**src/rtl/load_store_unit_pkg.sv**
```systemverilog
// riscv_structures: shared LSU state encoding and RV32I load/store width codes.
package riscv_structures;
  typedef enum logic [1:0] {IDLE, ACCESS, MERGE, RESP} lsu_state_t;
  localparam logic [2:0] F3_B  = 3'b000;
  localparam logic [2:0] F3_H  = 3'b001;
  localparam logic [2:0] F3_W  = 3'b010;
  localparam logic [2:0] F3_BU = 3'b100;
  localparam logic [2:0] F3_HU = 3'b101;
endpackage

```
**src/rtl/lsu_byte_lane.sv**
```systemverilog
// lsu_byte_lane: extracts/extends load lanes and merges sub-word store data into a word.
module lsu_byte_lane
  import riscv_structures::*;
(
  input  logic [31:0] word,
  input  logic [1:0]  addr_lo,
  input  logic [2:0]  funct3,
  input  logic [31:0] wdata,
  output logic [31:0] load_val,
  output logic [31:0] store_word
);
  logic [7:0]  b;
  logic [15:0] h;
  always_comb begin
    b = word[{addr_lo, 3'b000} +: 8];
    h = addr_lo[1] ? word[31:16] : word[15:0];
    load_val = funct3 == F3_B  ? {{24{b[7]}}, b} :
               funct3 == F3_BU ? {24'b0, b} :
               funct3 == F3_H  ? {{16{h[15]}}, h} :
               funct3 == F3_HU ? {16'b0, h} : word;
    store_word = word;
    if (funct3 == F3_B)
      store_word[{addr_lo, 3'b000} +: 8] = wdata[7:0];
    else if (funct3 == F3_H)
      store_word[{addr_lo[1], 4'b0000} +: 16] = wdata[15:0];
    else
      store_word = wdata;
  end
endmodule

```
**src/rtl/load_store_unit.sv**
```systemverilog
// load_store_unit: single-outstanding LSU with sub-word extraction and read-modify-write stores.
// Define LSU_MISALIGN_TRAP_EN to report misaligned halfword/word accesses as errors.
module load_store_unit
  import riscv_structures::*;
#(
  parameter int ADDR_W = 32,
  parameter int DATA_W = 32
) (
  input  logic              clk,
  input  logic              rst_n,
  input  logic              req_valid,
  output logic              req_ready,
  input  logic              req_is_store,
  input  logic [2:0]        req_funct3,
  input  logic [ADDR_W-1:0] req_addr,
  input  logic [DATA_W-1:0] req_wdata,
  output logic              resp_valid,
  input  logic              resp_ready,
  output logic [DATA_W-1:0] resp_rdata,
  output logic              resp_error,
  output logic [ADDR_W-1:0] mem_address,
  output logic [DATA_W-1:0] mem_write_data,
  output logic              mem_write_enable,
  input  logic [DATA_W-1:0] mem_read_data
);
  lsu_state_t        state, state_nx;
  logic              is_store_q, bad_f3, misalign, req_err, is_sw;
  logic [2:0]        f3_q;
  logic [ADDR_W-1:0] addr_q;
  logic [DATA_W-1:0] wdata_q, merge_q, load_val, store_word;
  always_comb begin
    bad_f3 = req_is_store ? (req_funct3 > F3_W)
                          : (req_funct3 == 3'b011 || req_funct3[2:1] == 2'b11);
`ifdef LSU_MISALIGN_TRAP_EN
    misalign = (req_funct3[1:0] == 2'b01 && req_addr[0]) ||
               (req_funct3[1:0] == 2'b10 && req_addr[1:0] != 2'b00);
`else
    misalign = 1'b0;
`endif
    req_err = bad_f3 || misalign;
  end
  lsu_byte_lane u_lane (
    .word      (state == MERGE ? merge_q : mem_read_data),
    .addr_lo   (addr_q[1:0]),
    .funct3    (f3_q),
    .wdata     (wdata_q),
    .load_val  (load_val),
    .store_word(store_word)
  );
  always_comb begin
    state_nx = state;
    case (state)
      IDLE:    state_nx = req_valid ? (req_err ? RESP : ACCESS) : IDLE;
      ACCESS:  state_nx = (is_store_q && f3_q != F3_W) ? MERGE : RESP;
      MERGE:   state_nx = RESP;
      default: state_nx = resp_ready ? IDLE : RESP;
    endcase
  end
  // Write strobe is decoded from state so an async reset kills it at once.
  always_comb begin
    is_sw            = state == ACCESS && is_store_q && f3_q == F3_W;
    req_ready        = state == IDLE;
    resp_valid       = state == RESP;
    mem_address      = (state == ACCESS || state == MERGE) ? {addr_q[ADDR_W-1:2], 2'b00} : '0;
    mem_write_enable = is_sw || state == MERGE;
    mem_write_data   = mem_write_enable ? store_word : '0;
  end
  always_ff @(posedge clk or negedge rst_n) begin
    if (!rst_n) begin
      state      <= IDLE;
      is_store_q <= 1'b0;
      f3_q       <= 3'b0;
      addr_q     <= '0;
      wdata_q    <= '0;
      merge_q    <= '0;
      resp_rdata <= '0;
      resp_error <= 1'b0;
    end else begin
      state <= state_nx;
      if (state == IDLE && req_valid) begin
        is_store_q <= req_is_store;
        f3_q       <= req_funct3;
        addr_q     <= req_addr;
        wdata_q    <= req_wdata;
        resp_rdata <= '0;
        resp_error <= req_err;
      end
      if (state == ACCESS) begin
        merge_q <= mem_read_data;
        if (!is_store_q) resp_rdata <= load_val;
      end
    end
  end
endmodule

```
**config.mk**
```make
export PLATFORM = sky130hd
export DESIGN_NAME = load_store_unit
export DESIGN_NICKNAME = d
export VERILOG_FILES = /design/src/rtl/load_store_unit_pkg.sv /design/src/rtl/lsu_byte_lane.sv /design/src/rtl/load_store_unit.sv
export SDC_FILE = /design/constraint.sdc
export NUM_CORES = 1
export LEC_CHECK = 0
export ABC_AREA = 0
export BUFFER_PORTS_ARGS = -buffer_cell sky130_fd_sc_hd__buf_4
export CORE_MARGIN = 2
export CORE_UTILIZATION = 46
export DETAILED_ROUTE_END_ITERATION = 16
export PLACE_DENSITY_LB_ADDON = 0.05
export SYNTH_ARGS = -nofsm -noshare
export SYNTH_HDL_FRONTEND = slang
export SYNTH_HIERARCHICAL = 1
export SYNTH_SLANG_ARGS = --single-unit
export TNS_END_PERCENT = 5
```
**constraint.sdc**
```tcl
create_clock -name clk -period 8.7 [get_ports clk]
set_clock_uncertainty 0.1 [all_clocks]
set_input_delay 0.435 -clock clk [delete_from_list [all_inputs] [get_ports clk]]
set_output_delay 0.435 -clock clk [all_outputs]
set_load 0.01 [all_outputs]
```
==> run summary <==
From bottom edge to top edge, the die measures 134.6 µm. In the layout the commonest cells are sky130_fd_sc_hd__buf_4, sky130_fd_sc_hd__mux2_2, sky130_fd_sc_hd__dfrtp_1. The worst setup path is captured at a primary output. For the worst setup path, the data required time is about 8.2 ns. The met1 track utilization from global routing came out at roughly 34%. The number of remaining DRC errors came out at 0. The final global-route overflow total is 0. The worst-skew pair later-pin latency is 0.43 ns. The netlist area before placement is roughly 8000 µm². The maximum fanout encountered on the critical timing path is 17. The core area is 16640 µm². The startpoint identified for the worst register-to-register timing path is state[0]. STA classifies the critical path startpoint as a flop. The static leakage power came out at 4.667 nW. The destination of the worst register-to-register timing path is resp_rdata[18]. The number of antenna violations at the first check in global routing is 0. At the placement stage, the worst setup path has a slack of about 5.3 ns.

Global routing consumed, on the met2 layer, 42.91% of the routing resources. The proportion of synthesized chip area in sequential cells came out at 43.09%. After detailed routing, the number of vias per cell comes to between 5 and 6.

The maximum count of clock buffers along a single path is 2. The number of warnings reported in the yosys synthesis log is 6. In the post-synthesis netlist, the biggest area contributors are sky130_fd_sc_hd__dfrtp_1, sky130_fd_sc_hd__mux2_2, sky130_fd_sc_hd__a22o_1. Global routing consumed, on the met3 layer, 6.869% of the routing resources. The number of nets in the final layout is 974. The final weighted congestion of routability-driven global placement came out at 0.8981. The initial core utilization is 47.11%. The number of buffers created by CTS is 17.

In this run the most critical hold path is launched from resp_ready. The routed layout has 6228 vias. The depth of the worst register-to-register path is 8. The first-pass GRT wire length came out at between 30000 and 40000 µm. The biggest area contributor in the post-synthesis netlist is sky130_fd_sc_hd__dfrtp_1. The critical path in this run is classified as reg -> out.

The async set-reset flop share out of synthesis is 100.0%. Max-cap violations in this run came to 0. The arrival time at the worst endpoint is 3.35 ns. The share of final-layout standard cells stronger than drive strength 1 is between 40% and 50%. The final antenna-violating net count is 0. Headroom to the max-slew limit came out at approximately 34%. TritonCTS built the clock tree. The final-layout fill cell count is 1450. After clock tree synthesis, the clock-pin slew on the worst setup and hold paths is 0.06 ns. The placement row count came out at 47. For this run, the total global-route usage over all layers was measured as 26.31%. Measured on the finished design, the core utilization comes to 59.91%. For hold timing, the worst endpoint is state[0]. The depth of the CTS H-tree came out at 4. The boundary pin count came out at 204.

The transition time of the tightest slew-check pin came out at around 0.99 ns. The number of global-route vias before repair is 6350. In this run the worst hold path is classified as in -> reg.

Clock tree synthesis found a total of around 140 sinks. Derived from the worst setup path, the maximum achievable clock frequency is 257.3 MHz. The area occupied by multi-input gates is just over 4000 µm². The synthesized area per cell came out at 11.33 µm². Detailed placement ended at an HPWL of 16760 µm.

Setup repair after global routing left no endpoint under its margin. Dividing total power by cell area gives a power density of 432.4 nW/µm². The worst hold path depth is 2. Setup violations remaining at the end of the flow were counted as 0. After layout, the worst path uses ~45% of the clock period.

The routed length per instance came out at around 21 µm. After synthesis, the largest area contributor takes up 43.09% of total cell area. The tree is rooted in a sky130_fd_sc_hd__clkbuf_16.

The total negative slack came out at 0 ns. The routed wire length is 23480 µm. In this run, synthesis produced a sequential element count of between 100 and 150. The max-slew violation total from the final report came out at 0. The maximum number of pins on one net before global-route repair came out at 83. VDD sags by at most 0.2097 mV. The number of instances in the synthesized netlist is 692. The number of port buffers is around 200. The first-iteration detailed-routing DRC count came out at 322. The number of antenna cells inserted came out at 0.

The global routing stage identified its most utilized layer as met2. The area added between synthesis and finish is 27.16%. Counting flops with a built-in enable in the synthesized netlist gives 0. The total design power came out at 0.004310 W. The total count of hold-check failures in the final report came to 0. In the synthesized netlist the dominant register cell turns out to be sky130_fd_sc_hd__dfrtp_1. The count of different cell masters after synthesis came out at 59. The area of the die came out at roughly 18000 µm². The final period demand of the worst path came out at 3.887 ns. The die is about 130 µm wide. The flip-flop and latch area came out at 3378 µm². The slack of the worst reg-to-reg path came out at 5.48 ns. The pre-antenna-repair detailed-routing pass consisted of 7 iterations.

The flow ran to the end, and the final reports show no timing, DRC or antenna violations. The final worst slack is between 4 and 5 ns. The most frequent standard cell in the layout excluding fill and tap cells is sky130_fd_sc_hd__buf_4. The total of cells resized after clock tree synthesis came out at 0.
==> sequential cells by signal (all words and copies together), names as in the netlist <==
signal      count
is_store_q      1
resp_rdata     32
addr_q         32
f3_q            3
wdata_q        32
merge_q        32
resp_error      1
state           2
==> power breakdown <==
group | internal, W | switching (W) | total (W)
combinational | 0.00118 | 0.00119 | 0.00236
clock | 0.000436 | 0.000302 | 0.000738
sequential | 0.000928 | 0.000282 | 0.00121
==> worst max path at each step <==
| stage | from | slack (ns) | end |
|---|---|---|---|
| detailed placement | addr_q[0] | 5.32 | mem_write_data[23] |
| floorplan | addr_q[1] | 5.72 | mem_write_data[18] |
| global route | addr_q[0] | 4.54 | mem_write_data[18] |
| global placement | addr_q[0] | 5.36 | mem_write_data[18] |
| finish | addr_q[0] | 4.81 | mem_write_data[18] |
| CTS | addr_q[0] | 4.82 | mem_write_data[18] |
==> cell usage after synthesis (all sizes together) (7+ instances only) <==
cell / count
dfrtp: 135
mux2: 135
nand2: 70
a22o: 41
buf: 40
and2: 37
nor2b: 33
clkbuf: 20
mux2i: 16
a31oi: 14
nor2: 13
and2b: 12
a32oi: 9
ha: 9
inv: 9
nand3: 9
a211o: 8
a41oi: 8
mux4: 8
o211ai: 8
o21ai: 7
o221ai: 7
o2bb2ai: 7
==> layout make-up <==
class	count	share of cell area (%)
Tap cell	220	2.761
Inverter	9	0.3389
Sequential cell	135	33.89
Clock inverter	14	1.606
Clock buffer	18	4.405
Multi-Input combinational cell	489	41.20
Timing Repair Buffer	209	15.80
==> critical path, cell delays in order, from the launching register on <==
cell,delay (ns)
sky130_fd_sc_hd__dfrtp_1,0.82
sky130_fd_sc_hd__inv_1,0.24
sky130_fd_sc_hd__ha_1,0.39
sky130_fd_sc_hd__nor3b_2,0.54
sky130_fd_sc_hd__and4_1,0.46
sky130_fd_sc_hd__a211o_1,0.18
sky130_fd_sc_hd__nor2b_1,0.14
sky130_fd_sc_hd__buf_4,0.14
==> repair_timing <==
| item | CTS | global route |
|---|---|---|
| setup buffers | 0 | 0 |
| hold buffers | 1 | 0 |
| hold endpoints to repair | 64 | 0 |
==> cell families after synthesis <==
kind of cell / synth area share, %
mux: 23.73
compound gates: 13.20
flops: 43.09
other cells: 0.04783
fa+ha+maj: 1.436
buf+inv: 4.596
simple gates: 13.90
==> per-stage QoR <==
| step | hold WS (ns) | area [µm²] | std cells |
|---|---|---|---|
| global route | 0.1055 | 9970 | 1094 |
| finish | 0.1097 | 9970 | 1094 |
| floorplan | 0.03941 | 7844 | 693 |
| detailed placement | 0.3729 | 9360 | 1061 |
| CTS | 0.09821 | 9970 | 1094 |
| global placement | 0.3647 | 9360 | 1061 |
==> metal layers <==
layer,part of all wire [%],routed length (µm)
met3,7.3,1719
met4,2.9,671
met1,41,9615
met5,0,0
met2,49,11470
(Power assumes the default switching activity.)
